--- config.mk ---
export PLATFORM = sky130hd
export DESIGN_NAME = ebus_dev_resp
export DESIGN_NICKNAME = d
export VERILOG_FILES = /design/src/rtl/ebus_dev_resp.sv
export SDC_FILE = /design/constraint.sdc
export NUM_CORES = 1
export LEC_CHECK = 0
export BUFFER_PORTS_ARGS = -buffer_cell sky130_fd_sc_hd__buf_2
export CORE_MARGIN = 2
export CORE_UTILIZATION = 43
export DETAILED_ROUTE_END_ITERATION = 8
export PLACE_DENSITY = 0.78
export SETUP_SLACK_MARGIN = 0.4
export SLEW_MARGIN = 10
export SYNTH_ARGS = -nofsm -noshare
export SYNTH_HDL_FRONTEND = slang
export SYNTH_SLANG_ARGS = --single-unit
--- constraint.sdc ---
create_clock -name clk_h -period 2.95 [get_ports clk_h]
set_input_delay 0.295 -clock clk_h [delete_from_list [all_inputs] [get_ports clk_h]]
set_output_delay 0.295 -clock clk_h [all_outputs]
set_load 0.03 [all_outputs]
--- src/rtl/ebus_dev_resp.sv ---
// EBUS device-side responder: deglitched select decode, DEMAND/XFER handshake,
// and the CONO/DATAO capture and CONI/DATAI return paths for one device code.
module ebus_dev_resp #(
    parameter logic [6:0] DEV_CS      = 7'o0,
    parameter int         RDY_TIMEOUT = 16
) (
    input  logic        clk_h,
    input  logic        reset_h,
    input  logic [6:0]  ebus_cs_h,
    input  logic [2:0]  ebus_func_h,
    input  logic        ebus_demand_h,
    input  logic [0:35] ebus_d_in_h,
    output logic [0:35] ebus_d_out_h,
    output logic        ebus_d_oe_h,
    output logic        ebus_xfer_h,
    input  logic [0:35] local_coni_h,
    input  logic [0:35] local_datai_h,
    input  logic        local_rdy_h,
    output logic [0:35] local_wdata_h,
    output logic        local_cono_h,
    output logic        local_datao_h,
    output logic        local_datai_ack_h
);

    localparam logic [2:0] S_IDLE   = 3'd0;
    localparam logic [2:0] S_DECODE = 3'd1;
    localparam logic [2:0] S_WAIT   = 3'd2;
    localparam logic [2:0] S_XFER   = 3'd3;
    localparam logic [2:0] S_REL    = 3'd4;

    localparam logic [1:0] F_CONO  = 2'd0;
    localparam logic [1:0] F_CONI  = 2'd1;
    localparam logic [1:0] F_DATAO = 2'd2;
    localparam logic [1:0] F_DATAI = 2'd3;

    localparam int CNT_W = (RDY_TIMEOUT > 1) ? $clog2(RDY_TIMEOUT + 1) : 1;

    logic             sel;
    logic             sel_p0;
    logic [2:0]       state;
    logic [1:0]       func_q;
    logic [CNT_W-1:0] cnt;
    logic             rel_ok;

    assign sel = ebus_demand_h && (ebus_cs_h == DEV_CS) && !ebus_func_h[2];

    always_ff @(posedge clk_h or posedge reset_h) begin
        if (reset_h) begin
            state             <= S_IDLE;
            sel_p0            <= 1'b0;
            func_q            <= F_CONO;
            cnt               <= '0;
            rel_ok            <= 1'b0;
            ebus_d_out_h      <= '0;
            ebus_d_oe_h       <= 1'b0;
            ebus_xfer_h       <= 1'b0;
            local_wdata_h     <= '0;
            local_cono_h      <= 1'b0;
            local_datao_h     <= 1'b0;
            local_datai_ack_h <= 1'b0;
        end else begin
            sel_p0            <= 1'b0;
            local_cono_h      <= 1'b0;
            local_datao_h     <= 1'b0;
            local_datai_ack_h <= 1'b0;

            case (state)
                // Select must hold for two consecutive samples before decoding
                S_IDLE: begin
                    sel_p0 <= sel;
                    if (sel && sel_p0) begin
                        state  <= S_DECODE;
                        func_q <= ebus_func_h[1:0];
                    end
                end

                S_DECODE: begin
                    rel_ok <= 1'b1;
                    case (func_q)
                        F_CONO, F_DATAO: begin
                            local_wdata_h <= ebus_d_in_h;
                            local_cono_h  <= (func_q == F_CONO);
                            local_datao_h <= (func_q == F_DATAO);
                            state         <= ebus_demand_h ? S_XFER : S_REL;
                        end
                        F_CONI: begin
                            if (ebus_demand_h) begin
                                ebus_d_out_h <= local_coni_h;
                                ebus_d_oe_h  <= 1'b1;
                                state        <= S_XFER;
                            end else begin
                                state <= S_REL;
                            end
                        end
                        F_DATAI: begin
                            cnt   <= CNT_W'(RDY_TIMEOUT);
                            state <= ebus_demand_h ? S_WAIT : S_REL;
                        end
                        default: state <= S_REL;
                    endcase
                end

                // rdy is checked ahead of counter expiry so it wins a tie
                S_WAIT: begin
                    if (!ebus_demand_h) begin
                        state <= S_REL;
                    end else if (local_rdy_h) begin
                        ebus_d_out_h      <= local_datai_h;
                        ebus_d_oe_h       <= 1'b1;
                        local_datai_ack_h <= 1'b1;
                        state             <= S_XFER;
                    end else if (cnt == '0) begin
                        rel_ok <= 1'b0;
                        state  <= S_REL;
                    end else begin
                        cnt <= cnt - CNT_W'(1);
                    end
                end

                S_XFER: begin
                    if (ebus_demand_h) begin
                        ebus_xfer_h <= 1'b1;
                    end else begin
                        ebus_xfer_h <= 1'b0;
                        state       <= S_REL;
                    end
                end

                // rel_ok means demand was already seen low; a timed-out
                // transfer waits here until the master gives up
                S_REL: begin
                    ebus_xfer_h  <= 1'b0;
                    ebus_d_oe_h  <= 1'b0;
                    ebus_d_out_h <= '0;
                    if (!ebus_demand_h || rel_ok) begin
                        state <= S_IDLE;
                    end
                end

                default: state <= S_IDLE;
            endcase
        end
    end

endmodule

==> metrics <==
CP peak stage delay=roughly 0.57 ns; CTS sink cnt=89; number of stages on the worst setup path=5; peak supply drop=0.000501 V; transition at the pin with the smallest max-transition slack=between 0.6 and 0.7 ns; setup repair after global routing missed its margin=no; antenna violations before repair=0; CP startpoint=state[1]$_DFFE_PP0P_; Clock H-tree levels=3; number of buffers created by CTS=9; setup slack of the critical path after layout=just over 1 ns; Post-Place Worst Slack=between 1 and 1.5 ns; Ys Warns=0; metal1 wirelength=between 3 and 4 mm; met2 routed wirelength=between 4 and 5 mm; number of flops mapped to enable cells by yosys=0; TritonCTS clock tree=yes; main flop type after synthesis=sky130_fd_sc_hd__dfrtp_1; number of primary I/O pins=199; fraction of the mapped netlist area in adder cells=0.319%; routed wire length on met3=444 um; wire length per cell after detailed routing=15.6 um; number of synthesized register bits=89; cell area after synthesis=a little under 4000 um2; clock-pin slew of the registers on the worst-case setup and hold paths=0.10 ns; fraction of final layout cells with drive strength greater than 1=61.9%; critical path's top delay family=flip-flops; per-instance average area after synthesis=14.3 um2; dominant combinational cell family by area after synthesis=multiplexers; biggest area consumer among synthesized cells=sky130_fd_sc_hd__dfrtp_1; final-layout setup total negative slack=0 ns; asr flop ratio synth=100%; number of antenna-violating nets in the routed design=0; share of the synthesized area in compound gates (AO/OA/AOI/OAI)=around an eighth; Post-Synth Simple-Gate Area=5.48%; Period minus WS final=1.91 ns; slowest stage cell on the critical path=sky130_fd_sc_hd__dfrtp_1; maximum frequency from static timing analysis=approximately 0.52 GHz; gr ovfl total=0; switching component of the power=2.71 mW; worst path bufs/invs=1; violated checks=negative hold slack; hold violation total from the final report=7; half-perimeter wire length after placement=6.83 mm; type of the most critical hold path=input pin to async pin; all-layer global routing usage=18.1%; total power divided by cell area=1190 nW/um2; Crit Path Class=flop to flop; global-route wire length before repair=about 14 mm; most numerous cell types in the synthesized netlist=sky130_fd_sc_hd__dfrtp_1, sky130_fd_sc_hd__mux2_2, sky130_fd_sc_hd__a22o_1, sky130_fd_sc_hd__buf_6; Critical Path, Cell by Cell=nand4bb_1, a21oi_2, a21oi_4, buf_4, mux2_2; Vias per Instance=5.15; vias in the first global route=3001; relative area change from synthesis to final layout=30.6%; clock share of power=12.3%; Static Leakage=around 2.6 nW; synthesized-area fraction occupied by xor and xnor cells=0%; count of final setup violators=0; required time reported for the critical path endpoint=3.19 ns; maximum clock insertion buffer count=2; full die area=a little under 10000 um2; topmost layer with routed signal wires=met4; area taken by flip-flops and latches=2230 um2; worst-skew pair later-pin latency=around 0.36 ns; final-stage net count=596; worst hold margin=-0.00723 ns; number of setup buffers added after CTS=0; number of antenna diodes=0; critical path fanouts, max=36; max-cap violations=0; total length of routed wires=9.13 mm; area fraction of the dominant cell type after synthesis=56.7%; dominant cells by area after synthesis=sky130_fd_sc_hd__dfrtp_1, sky130_fd_sc_hd__mux2_2, sky130_fd_sc_hd__a22o_1; multiplexer fraction of the synthesized cell area=21.5%; share of total power in combinational logic=~53%; signal arrival time at the worst endpoint=2.15 ns; startpoint types=flop; initial drt markers=66; area of the core=8810 um2; most frequent cell after synthesis=sky130_fd_sc_hd__dfrtp_1; CTS Root Buffer Type=sky130_fd_sc_hd__clkbuf_8; drt pass-1 iters=4; width of the die=around 100 um; placer congestion estimate=0.787; Port-buffer cells=198; height of the chip=99.6 um; Tcrit/Tclk final=about two thirds; Crit Reg-Reg Startpoint=state[1]$_DFFE_PP0P_; via total after detailed routing=3019; FF-to-FF End=ebus_d_out_h[18]$_DFFE_PP0P_; Slew Limit Fails=0; post-detailed-route DRC marker count=0; count of distinct cell types in the synthesized netlist=41; Worst Clk Skew=0.0102 ns; syn nets=398; crit path capture type=flop; # fillers=between 700 and 800; count of standard-cell rows=34; result of the run=complete, but fails checks; pin count of the biggest net entering global routing=63; part of the Yosys area used for sequential elements=56.7%; post-cts repair resize count=0; Gate Count Post-Synth=275; total area of multi-input combinational cells=between 1500 and 2000 um2; worst-case register-to-register setup slack=1.04 ns; Register-to-Register Path Depth=5; internal power=3.38 mW; number of standard cells in the layout, taps in and fillers out=roughly 600; switching power as a share of total power=about 44%; hold_buf cts=0; effective utilization at floorplan=between 40% and 50%; Relative slew margins=about 58%; Reg power frac=about a third; Cell Count Post-Placement=570; critical path capture point=ebus_d_out_h[18]$_DFFE_PP0P_
-- sequential cells by signal, indices dropped and copies added, names as in the netlist --
name / cells
ebus_d_out_h: 36
local_wdata_h: 36
cnt: 5
state: 3
func_q: 2
ebus_d_oe_h: 1
ebus_xfer_h: 1
local_cono_h: 1
local_datai_ack_h: 1
local_datao_h: 1
rel_ok: 1
sel_p0: 1
-- final cells by class --
type	count	share of cell area (%)
sequential	89	43.4
multi-input combinational	165	29.9
timing repair buffer	203	20.3
tap	108	2.64
clock buffer	10	2.49
clock inverter	6	0.830
inverter	5	0.439
-- power by group through the flow --
stage,sequential (mW),combinational (mW),clock (mW)
final,2.10,3.23,0.751
after global routing,2.17,3.45,0.816
after CTS,2.10,3.28,0.774
after detailed placement,2.13,3.28,0
after global placement,2.09,3.21,0
after floorplan,3.12,1.45,0
-- metal layers --
layer | vias up | global-route usage, %
met3 | 15 | 3.23
met2 | 92 | 33.5
li1 | 1421 | -
met1 | 1491 | 20.2
met5 | - | 0
met4 | 0 | 8.01
-- worst min-delay path by stage --
stage	from	cells after the start	to	slack, ns
floorplan	ebus_demand_h	2	state[0]$_DFFE_PP0P_	0.43
global placement	reset_h	2	local_wdata_h[27]$_DFFE_PP0P_	0.40
detailed placement	reset_h	2	local_wdata_h[27]$_DFFE_PP0P_	0.41
CTS	reset_h	2	local_wdata_h[27]$_DFFE_PP0P_	0.004
global route	reset_h	2	local_wdata_h[27]$_DFFE_PP0P_	0.05
finish	reset_h	2	local_wdata_h[27]$_DFFE_PP0P_	-0.007
-- layout by cell type (no fill, tap or decap), types with 2 or more instances in the layout --
cell type and count:
sky130_fd_sc_hd__buf_2 198, sky130_fd_sc_hd__mux2_1 6, sky130_fd_sc_hd__buf_4 4, sky130_fd_sc_hd__dfrtp_1 89, sky130_fd_sc_hd__nand3_1 3, sky130_fd_sc_hd__o21ai_0 5
sky130_fd_sc_hd__a22o_1 36, sky130_fd_sc_hd__clkinv_2 2, sky130_fd_sc_hd__clkbuf_8 9, sky130_fd_sc_hd__and3_1 2, sky130_fd_sc_hd__nor3_1 2, sky130_fd_sc_hd__clkinvlp_4 3
sky130_fd_sc_hd__o31ai_1 2, sky130_fd_sc_hd__nand2_1 6, sky130_fd_sc_hd__nand2b_1 2, sky130_fd_sc_hd__nor2_1 3, sky130_fd_sc_hd__inv_6 2, sky130_fd_sc_hd__nor4_1 3
sky130_fd_sc_hd__and2_1 2, sky130_fd_sc_hd__inv_1 3, sky130_fd_sc_hd__mux2_2 68, sky130_fd_sc_hd__a21oi_1 2, sky130_fd_sc_hd__o41ai_1 2, sky130_fd_sc_hd__nand4_1 2
-- metrics by stage --
stage	area, um2	power, mW	utilization (%)	hold WS [ns]
6_report	5130	6.09	58.2	-0.00723
3_5_place_dp	4960	5.40	56.3	0.408
4_1_cts	5130	6.16	58.2	0.00370
2_1_floorplan	3930	4.57	-	0.428
5_1_grt	5130	6.44	58.2	0.0468
3_3_place_gp	4960	5.30	56.3	0.397
-- worst register-to-register path, stage by stage (launching register included) --
cell	delay, ns
sky130_fd_sc_hd__dfrtp_1	0.57
sky130_fd_sc_hd__nand4bb_1	0.21
sky130_fd_sc_hd__a21oi_2	0.09
sky130_fd_sc_hd__a21oi_4	0.10
sky130_fd_sc_hd__buf_4	0.40
sky130_fd_sc_hd__mux2_2	0.42
-- logic make-up after synthesis --
| family | count (synthesis) |
|---|---|
| muxes | 75 |
| adders and majority gates | 1 |
| AOI/OAI and AO/OA | 55 |
| DFF | 89 |
| buffers and inverters | 21 |
| and+or+nand+nor | 34 |
Note: power is estimated with default switching activity, not from simulation.
